$ cat src/rtl/cmp_sched_pkg.sv
// rtl/cmp_sched_pkg.sv - shared types and round-robin search for the comparator scheduler
package cmp_sched_pkg;

    typedef enum logic [1:0] {
        IDLE    = 2'd0,
        COMPARE = 2'd1,
        DONE    = 2'd2
    } state_t;

    localparam int NIBBLE_W = 4;
    localparam int MAX_REQ  = 8;

    // Returns {found, index}; scans from last+1 upward with wrap, first hit wins.
    function automatic logic [3:0] rr_pick(
        input logic [MAX_REQ-1:0] valid,
        input int                 num_req,
        input int                 last
    );
        logic [3:0] pick;
        int         idx;
        pick = 4'd0;
        for (int i = MAX_REQ; i >= 1; i--) begin
            if (i <= num_req) begin
                idx = (last + i) % num_req;
                if (valid[idx[2:0]]) begin
                    pick = {1'b1, idx[2:0]};
                end
            end
        end
        return pick;
    endfunction

endpackage

$ cat src/rtl/FourBitComparator.sv
// rtl/FourBitComparator.sv - 4-bit equality cell
module FourBitComparator (
    input  logic [3:0] a,
    input  logic [3:0] b,
    output logic       aeqb
);

    assign aeqb = &(a ~^ b);

endmodule

$ cat src/rtl/shared_comparator_scheduler.sv
// rtl/shared_comparator_scheduler.sv - round-robin sharing of one 4-bit comparator across requesters
module shared_comparator_scheduler
    import cmp_sched_pkg::*;
#(
    parameter int NUM_REQ = 4,
    parameter int WIDTH   = 16
) (
    input  logic                       clk,
    input  logic                       rst_n,
    input  logic [NUM_REQ-1:0]         req_valid,
    output logic [NUM_REQ-1:0]         req_ready,
    input  logic [NUM_REQ*WIDTH-1:0]   req_a,
    input  logic [NUM_REQ*WIDTH-1:0]   req_b,
    output logic                       rsp_valid,
    output logic [$clog2(NUM_REQ)-1:0] rsp_id,
    output logic                       rsp_eq,
    output logic                       busy
);

    localparam int NIBBLES = WIDTH / NIBBLE_W;
    localparam int ID_W    = $clog2(NUM_REQ);
    localparam int CNT_W   = (NIBBLES > 1) ? $clog2(NIBBLES) : 1;

    state_t             state;
    logic [WIDTH-1:0]   cap_a;
    logic [WIDTH-1:0]   cap_b;
    logic [ID_W-1:0]    cur_id;
    logic [2:0]         last_grant;
    logic [CNT_W-1:0]   cnt;
    logic               eq_acc;

    logic [3:0]         pick;
    logic               found;
    logic [2:0]         win;
    logic [3:0]         nib_a;
    logic [3:0]         nib_b;
    logic               aeqb;
    logic               last_nib;

    always_comb begin
        pick  = rr_pick(MAX_REQ'(req_valid), NUM_REQ, int'(last_grant));
        found = pick[3];
        win   = pick[2:0];
    end

    // Gated by rst_n so nothing looks accepted while the block is held in reset.
    always_comb begin
        req_ready = '0;
        if (rst_n && state == IDLE && found) begin
            req_ready = NUM_REQ'(1) << win;
        end
    end

    assign nib_a    = cap_a[{cnt, 2'b00} +: NIBBLE_W];
    assign nib_b    = cap_b[{cnt, 2'b00} +: NIBBLE_W];
    assign last_nib = (cnt == CNT_W'(NIBBLES - 1));
    assign busy     = (state != IDLE);

    FourBitComparator uut (
        .a    (nib_a),
        .b    (nib_b),
        .aeqb (aeqb)
    );

    always_ff @(posedge clk or negedge rst_n) begin
        if (!rst_n) begin
            state      <= IDLE;
            cap_a      <= '0;
            cap_b      <= '0;
            cur_id     <= '0;
            last_grant <= 3'(NUM_REQ - 1);
            cnt        <= '0;
            eq_acc     <= 1'b0;
            rsp_valid  <= 1'b0;
            rsp_id     <= '0;
            rsp_eq     <= 1'b0;
        end else begin
            case (state)
                IDLE: begin
                    if (found) begin
                        cap_a      <= req_a[win*WIDTH +: WIDTH];
                        cap_b      <= req_b[win*WIDTH +: WIDTH];
                        cur_id     <= ID_W'(win);
                        last_grant <= win;
                        cnt        <= '0;
                        eq_acc     <= 1'b1;
                        state      <= COMPARE;
                    end
                end
                COMPARE: begin
                    // The response is registered on the way into DONE so it is visible during DONE.
                    if (!aeqb || last_nib) begin
                        eq_acc    <= eq_acc & aeqb;
                        rsp_valid <= 1'b1;
                        rsp_id    <= cur_id;
                        rsp_eq    <= eq_acc & aeqb;
                        state     <= DONE;
                    end else begin
                        cnt <= cnt + 1'b1;
                    end
                end
                DONE: begin
                    rsp_valid <= 1'b0;
                    state     <= IDLE;
                end
                default: begin
                    state <= IDLE;
                end
            endcase
        end
    end

endmodule
$ cat config.mk
export PLATFORM = sky130hd
export DESIGN_NAME = shared_comparator_scheduler
export DESIGN_NICKNAME = d
export VERILOG_FILES = /design/src/rtl/cmp_sched_pkg.sv /design/src/rtl/FourBitComparator.sv /design/src/rtl/shared_comparator_scheduler.sv
export SDC_FILE = /design/constraint.sdc
export NUM_CORES = 1
export LEC_CHECK = 0
export CAP_MARGIN = 20
export CORE_MARGIN = 2
export CORE_UTILIZATION = 43
export DETAILED_ROUTE_END_ITERATION = 16
export PLACE_DENSITY = 0.81
export RECOVER_POWER = 50
export SLEW_MARGIN = 5
export SYNTH_ARGS = -nofsm -noshare
export SYNTH_HDL_FRONTEND = slang
export SYNTH_HIERARCHICAL = 1
export SYNTH_SLANG_ARGS = --single-unit
export TNS_END_PERCENT = 5
$ cat constraint.sdc
create_clock -name clk -period 3.2 [get_ports clk]
set_input_delay 0.64 -clock clk [delete_from_list [all_inputs] [get_ports clk]]
set_output_delay 0.64 -clock clk [all_outputs]
set_load 0.02 [all_outputs]
-- Yosys cells after proc, flatten, opt, wreduce, memory -nomap -nowiden
Index checks and enable logic that the tools add are counted.
- register bits: 45
- output and inout port bits: 9
- logic and storage cells: 79
- add/sub/neg operators: 5
- $lt $le $gt $ge: 4
- equality and inequality tests: 6
- shifts and indexed selects: 5
- muxes and demuxes: 24
- bitwise gates (word level): 6
- reductions and logical operators: 19
- operators with widths (kind ; count):
    variable part select 64 x 8 -> 16 bit ; 2
    variable part select 16 x 5 -> 4 bit ; 2
    two-way mux 4 bit ; 5
    less-than comparator 3 x 4 -> 1 bit (second input constant) ; 4
    binary-select mux 1 bit (select 3 bit) ; 4
    two-way mux 2 bit ; 4
    case mux 2 bit (2 select lines) ; 2
    AND reduction 2 bit ; 4
    OR reduction 2 bit ; 4
    two-way mux 1 bit ; 7
    adder 2 x 1 -> 2 bit (second input constant) ; 3
    inequality test 2 bit (second input constant) ; 3
    AND reduction 3 bit ; 2
    nonzero test 2 bit ; 3
    adder 2 bit (second input constant) ; 2
    bitwise AND 1 bit (first input constant) ; 4
    equality test 2 bit (second input constant) ; 2
    case mux 1 bit (2 select lines) ; 2
    AND reduction 4 bit ; 1
    left shift 1 x 3 -> 4 bit (first input constant) ; 1
    XNOR 4 bit ; 1
    equality test 2 x 1 -> 1 bit (second input constant) ; 1
    logical AND 1 bit ; 2
    logical NOT 2 bit ; 1
    other kinds (3) ; 3

-- Logic depth before layout (Yosys ltp)
Gate-level depths: netlist of the first run.
- depth in word-level cells: 11
- mapped depth: 9
- depth with buffers taken out: 8

-- Modules after synthesis
Netlist of the first run, hierarchy kept.
- modules (own cells, without submodules) (module ; instances ; cells each ; area each (um^2) ; sequential area each (um^2)):
    shared_comparator_scheduler ; 1 ; 336 ; 3166.8 ; 1128.6
    FourBitComparator ; 1 ; 5 ; 47.5 ; 0.0

-- Least setup slack after synthesis of the first run
OpenSTA, ideal clock, no wires.
- kind: input -> output
- start point: in req_valid[2]
- end point: out req_ready[1]
- arrival time: 1.739 ns
- data required time: 2.560 ns
- path slack: 0.821 ns
- cell stages on the path: 6
- path buffers: 2
- cells stage by stage: nand2b_1 > o22ai_2 > a21oi_2 > buf_6 > buf_12 > nor2_1
- word-level cells in the longest chain between the ends: 8
- elaborated cells between the ends (all ways): 15
- RTL lines (element ; line ; source):
    from (decl) ; shared_comparator_scheduler.sv:10 ; input logic [NUM_REQ-1:0] req_valid,
    binary-select mux 1 bit (select 3 bit) ; cmp_sched_pkg.sv:25 ; if (valid[idx[2:0]]) begin
    two-way mux 1 bit (not written as such) ; cmp_sched_pkg.sv:25 ;
    two-way mux 4 bit (3 in series) ; cmp_sched_pkg.sv:25 ;
    two-way mux 4 bit * ; cmp_sched_pkg.sv:25 ;
    left shift 1 x 3 -> 4 bit / logical AND 1 bit (equally long branches) ; shared_comparator_scheduler.sv:50, shared_comparator_scheduler.sv:49 ;
    two-way mux 4 bit * ; shared_comparator_scheduler.sv:49 ; if (rst_n && state == IDLE && found) begin
    to (decl) ; shared_comparator_scheduler.sv:11 ; output logic [NUM_REQ-1:0] req_ready,
Every way passes the cells marked *; elsewhere a longest branch is shown, timed or not. The select of a mux whose other input is x is not followed.

-- Worst setup path after layout of the first run
- start point: in req_valid[1]
- end point: out req_ready[2]
The elaborated chain is that of the path after synthesis.

==> qor.yml, run 1 <==
clock_latency_ns: 0.28
ys_async_sr_fraction_pct: 100
min_to: "rsp_id[0]"
regArea_um2: 1130
fillers: 612
synth_area_um2: 3210
slew_headroom_pct: -57.9
ir_worst_vdd_v: 0.000431
yosysUniqueCellTypes: 38
gr-usage-all-layers_pct: 24.6
worstPathCellList: "clkdlybuf4s50_1 > buf_4 > o21a_1 > o21ai_1 > and2_1 > buf_4 > nand3_1 > nor2_1 > dlygate4sd2_1"
crit_start: "req_valid[1]"
hold_path_depth: 2
period_share_pct: 92.5
root_buffer: "clkbuf_8"
ant_nets: 0
drv_slew: 46
p_per_area_nw_per_um2: 683
die_area_um2: 8180
numPortBuffers: 142
layout_common_cells: "clkdlybuf4s50_1, a211oi_1, dfrtp_1"
crit_fanout: 3
cts_inserted_buffers: 5
start_kind: "primary input"
netlist_top_cells_area: "dfrtp_1, a211oi_1, mux2i_1"
critPathArrivalTime_ns: 2.32
max_cap_violations: 1
status: "finished with violations"
tritoncts: "built"
crit_buf_inv: 4
hold_viol_final: 0
diodes: 0
area_growth_syn_to_layout_pct: 49.1
layout_commonest_cell: "clkdlybuf4s50_1"
critPathMostFrequentCell: "buf_4"
fin_crit_ns: 2.96
p_leak_nw: 1.97
worstMarginPinSlew_ns: 2.37
drive_gt1_share_pct: 10.0
place.gp.congestion: 0.770
io_pins: 143
hp-start: "cur_id[0]"
synth.top_cell.area_share_pct: 33.5
cts_buffer_depth: 2
cp_top_family: "buffers and inverters"
grt-ovfl-total: 0
required_ns: 2.56
dr_total_vias: 3234
seq_area_frac_synth_pct: 35.1
ys_ff_latch: 45
routed_wl_mm: 9.81
final.setup.tns_ns: 0
dieWidth_um: 90.5
drt_iter0_drc: 156
postCtsSetupRepairBufs: 0
r2r_setup_slack_ns: 0.50
finish.utilization_pct: 66.1
h-tree-depth: 2
finalInstanceArea_um2: 4790
fp.coreArea_um2: 7250
antenna_found_initial: 0
dp_hpwl_mm: 7.61
layout.nets: 614
cts.clk_slew.worst_paths_ns: 0.08
avgSynthCellArea_um2: 9.43
clock_skew_ns: 0.00448
grt_pass1_wl_mm: 16.3
multi_input_comb_area_um2: 1760
wl_per_cell_um: 16.9
placed_cell_area_um2: 4700
synth_area_leader_cell: "dfrtp_1"
dr.pass1.iters: 4
power.total_mw: 3.27
synthFlopType: "dfrtp_1"
critPathSlowestCell: "clkdlybuf4s50_1"
r2r-start: "cnt[0]"
grt_pass1_vias: 3487
rsz0062_at_grt: "no"
grt_max_degree: 46
viasPerCell: 5.59
synthCells: 341
setup_viol: 0
r2r_end: "cnt[1]"
hp-class: "reg2reg"
critPathKind: "in2out"
start_util_pct: 44.3
violations: "capacitance limit, slew limit"
clock_sinks: 45
rr_worst_depth: 8
drc_errors: 0
max_clock_freq_mhz: 338
synth_edf_count: 0
syn-num-nets: 476
critPathCaptureType: "output port"
ys_warn_count: 6
die_h_um: 90.5
cp_slowest_stage_delay_ns: 0.41
num_rows: 31
cell type report:
class	count	area share, %
Inverter	36	2.82
Tap cell	99	2.58
Sequential cell	45	23.6
Timing Repair Buffer	160	32.2
Clock buffer	7	2.01
Multi-Input combinational cell	231	36.7
Clock inverter	1	0.104
stage by stage:
stage          hold WS (ns)  cells  worst slack, ns
5_1_grt               0.522    579           0.0825
3_5_place_dp          0.470    571          -0.0458
4_1_cts               0.489    579            0.230
2_1_floorplan         0.344    341            0.821
3_3_place_gp          0.453    571           0.0229
6_report              0.488    579            0.239
per-layer routing:
metal	global-route usage, %	share of wire, %	vias to the layer above
met3	3.84	4.5	18
met2	46.1	54	122
met1	28.0	39	1566
li1	-	-	1528
met5	0	0	-
met4	8.85	2.0	0
how the worst max path moves through the flow:
stage | endpoint | slack [ns] | depth (start not counted)
after CTS | req_ready[2] | 0.23 | 9
final | req_ready[2] | 0.24 | 9
after floorplan | req_ready[1] | 0.82 | 6
after detailed placement | req_ready[2] | -0.05 | 9
after global routing | cur_id[1] | 0.08 | 2
after global placement | req_ready[2] | 0.02 | 9
cell usage after synthesis (3+ instances only):
cell type,number
mux2i_1,33
nand2_1,17
nand3_1,3
inv_1,36
nor2b_1,3
buf_6,4
a211oi_1,93
buf_12,3
buf_2,13
xor2_1,4
mux4_2,8
a211oi_2,3
nor2_1,40
o21ai_0,3
dfrtp_1,43
clkbuf_1,7
state kept, by name (all words and copies together) (netlist names):
name / flops
rsp_valid: 1
cnt: 2
rsp_id: 2
cur_id: 2
rsp_eq: 1
eq_acc: 1
cap_a: 16
last_grant: 2
cap_b: 16
state: 2
worst reg2reg max path: cells and delay by family (launching register included):
family          cells  cell delay, ns
flops               1            0.72
compound gates      2            0.22
xor+xnor            1            0.17
mux                 1            0.62
simple gates        4            0.86
timing repair:
action	4_1_cts	5_1_grt
hold buffers	0	0
endpoints found under the setup margin	4	0
gates resized for setup	4	0
where the power goes:
group          total, mW  switching [mW]  internal (mW)
Clock              0.376           0.181          0.195
Sequential          1.04           0.185          0.859
Combinational       1.85            1.01          0.842
logic make-up (layout without fill, tap and decap cells):
logic type | count (synthesis) | count (layout) | synth area share, %
AO/OA/AOI/OAI | 111 | 111 | 26.5
XOR/XNOR | 4 | 4 | 1.09
adder cells (fa/ha/maj) | 1 | 1 | 0.389
buffers and inverters | 65 | 204 | 10.7
flip-flops | 45 | 45 | 35.1
multiplexers | 41 | 41 | 15.9
AND/OR/NAND/NOR | 74 | 74 | 10.4
Power figures use the tool's default switching activity.
==> run 2: changes to the inputs <==
--- a/config.mk
+++ b/config.mk
@@ -7,10 +7,11 @@
 export LEC_CHECK = 0
 export CAP_MARGIN = 20
 export CORE_MARGIN = 2
-export CORE_UTILIZATION = 43
+export CORE_UTILIZATION = 45
 export DETAILED_ROUTE_END_ITERATION = 16
-export PLACE_DENSITY = 0.81
-export RECOVER_POWER = 50
+export DONT_BUFFER_PORTS = 1
+export PLACE_DENSITY = 0.59
+export RECOVER_POWER = 25
 export SLEW_MARGIN = 5
 export SYNTH_ARGS = -nofsm -noshare
 export SYNTH_HDL_FRONTEND = slang
==> run 2 against run 1 <==
Against the previous run: final cell count is 25% lower; critical endpoint is now req_ready[0]; worst setup slack better by 0.051 ns; highest routed layer unchanged; critical path type is now reg2out; largest power group unchanged; the flow now finishes without violations; hold slack got worse by 0.46 ns; sequential power about the same; register-to-register slack improved by 0.05 ns.
==> qor.yml, run 2 (same netlist as run 1, synthesis figures left out) <==
place.gp.congestion: 0.817
slew_headroom_pct: 58.5
grt_pass1_wl_mm: 13.1
setup_viol: 0
p_leak_nw: 1.40
clock_skew_ns: 0.00759
start_kind: "register"
start_util_pct: 46.8
drive_gt1_share_pct: 13.4
rsz0062_at_grt: "no"
fin_crit_ns: 2.91
period_share_pct: 90.9
clock_sinks: 45
grt_max_degree: 48
worstMarginPinSlew_ns: 0.621
layout.nets: 470
status: "finished clean"
root_buffer: "clkbuf_8"
critPathArrivalTime_ns: 2.27
clock_latency_ns: 0.30
h-tree-depth: 2
ir_worst_vdd_v: 0.000353
wl_per_cell_um: 19.3
diodes: 0
die_h_um: 88.5
hold_viol_final: 0
area_growth_syn_to_layout_pct: 5.72
layout_common_cells: "a211oi_1, dfrtp_1, nor2_1"
gr-usage-all-layers_pct: 22.3
dr.pass1.iters: 4
die_area_um2: 7830
crit_fanout: 15
postCtsHoldBufs: 0
finish.utilization_pct: 49.5
dieWidth_um: 88.5
cts_inserted_buffers: 5
required_ns: 2.56
dp_hpwl_mm: 6.25
critPathCaptureType: "output port"
io_pins: 143
grt_pass1_vias: 2545
viasPerCell: 5.98
routed_wl_mm: 8.35
hp-class: "in2async"
drt_iter0_drc: 129
layout_commonest_cell: "a211oi_1"
critPathKind: "reg2out"
tritoncts: "built"
drv_slew: 0
final.setup.tns_ns: 0
p_per_area_nw_per_um2: 916
cts.repair.resized: 0
postCtsSetupRepairBufs: 0
fp.coreArea_um2: 6870
cts.clk_slew.worst_paths_ns: 0.08
num_rows: 30
max_cap_violations: 0
grt-ovfl-total: 0
max_clock_freq_mhz: 344
dr_total_vias: 2583
drc_errors: 0
cts_buffer_depth: 2
numPortBuffers: 0
antenna_found_initial: 0
top_regs: "cap_a: 16 flops, cap_b: 16 flops"
ant_nets: 0
fillers: 655
-- run 2: cell count changes in the layout (fill, tap and decap cells not counted), moves of 2 or more --
cell	change
dlygate4sd2_1	-4
dlygate4sd3_1	-4
buf_4	-2
clkdlybuf4s50_1	-133
-- run 2: per-layer routing --
layer	vias to the layer above	global-route usage (%)	wire length [um]
li1	1236	-	-
met1	1228	29.8	3590
met2	105	37.4	4130
met3	14	4.48	497
met4	0	5.37	138
met5	-	0	0
-- run 2: final timing paths --
path / slack (ns) / depth (start not counted) / from / end
min in group clk: 0.48 / 2 / cur_id[1] / rsp_id[1]
setup reg to reg: 0.55 / 8 / cnt[0] / rsp_id[0]
max in group asynchronous: 2.98 / 0 / rst_n / last_grant[0]
setup / recovery: 0.29 / 5 / last_grant[1] / req_ready[0]
hold / removal: 0.02 / 0 / rst_n / cap_b[8]
hold reg to reg: 0.48 / 2 / cur_id[1] / rsp_id[1]
-- run 2: power breakdown --
group | switching (mW) | total (mW) | internal (mW) | leakage, nW
Clock | 0.192 | 0.446 | 0.255 | 0.0585
Sequential | 0.203 | 1.06 | 0.859 | 0.511
Combinational | 0.923 | 1.61 | 0.682 | 0.830
-- run 2: worst max-delay path: stages, from the launching register on --
cell	delay, ns
dfstp_2	0.60
and2b_4	0.21
o21ai_4	0.38
a21o_1	0.51
nor2_1	0.10
buf_4	0.17
-- run 2: cell type report --
| class | instances | area [um^2] | share of cell area, % |
|---|---|---|---|
| Clock buffer | 7 | 86.3 | 2.54 |
| Clock inverter | 1 | 30.0 | 0.884 |
| Inverter | 36 | 135 | 3.98 |
| Multi-Input combinational cell | 231 | 1770 | 52.0 |
| Sequential cell | 45 | 1130 | 33.2 |
| Tap cell | 96 | 120 | 3.53 |
| Timing Repair Buffer | 16 | 133 | 3.90 |
-- run 2: stage by stage --
stage	power (mW)	std cells	setup slack [ns]	area [um^2]	hold slack (ns)
2_1_floorplan	2.36	341	0.821	3210	0.344
3_3_place_gp	2.66	424	0.543	3280	0.346
3_5_place_dp	2.70	424	0.508	3280	0.346
4_1_cts	3.15	432	0.299	3400	0.0202
5_1_grt	3.38	432	0.149	3400	0.00754
6_report	3.11	432	0.290	3400	0.0240
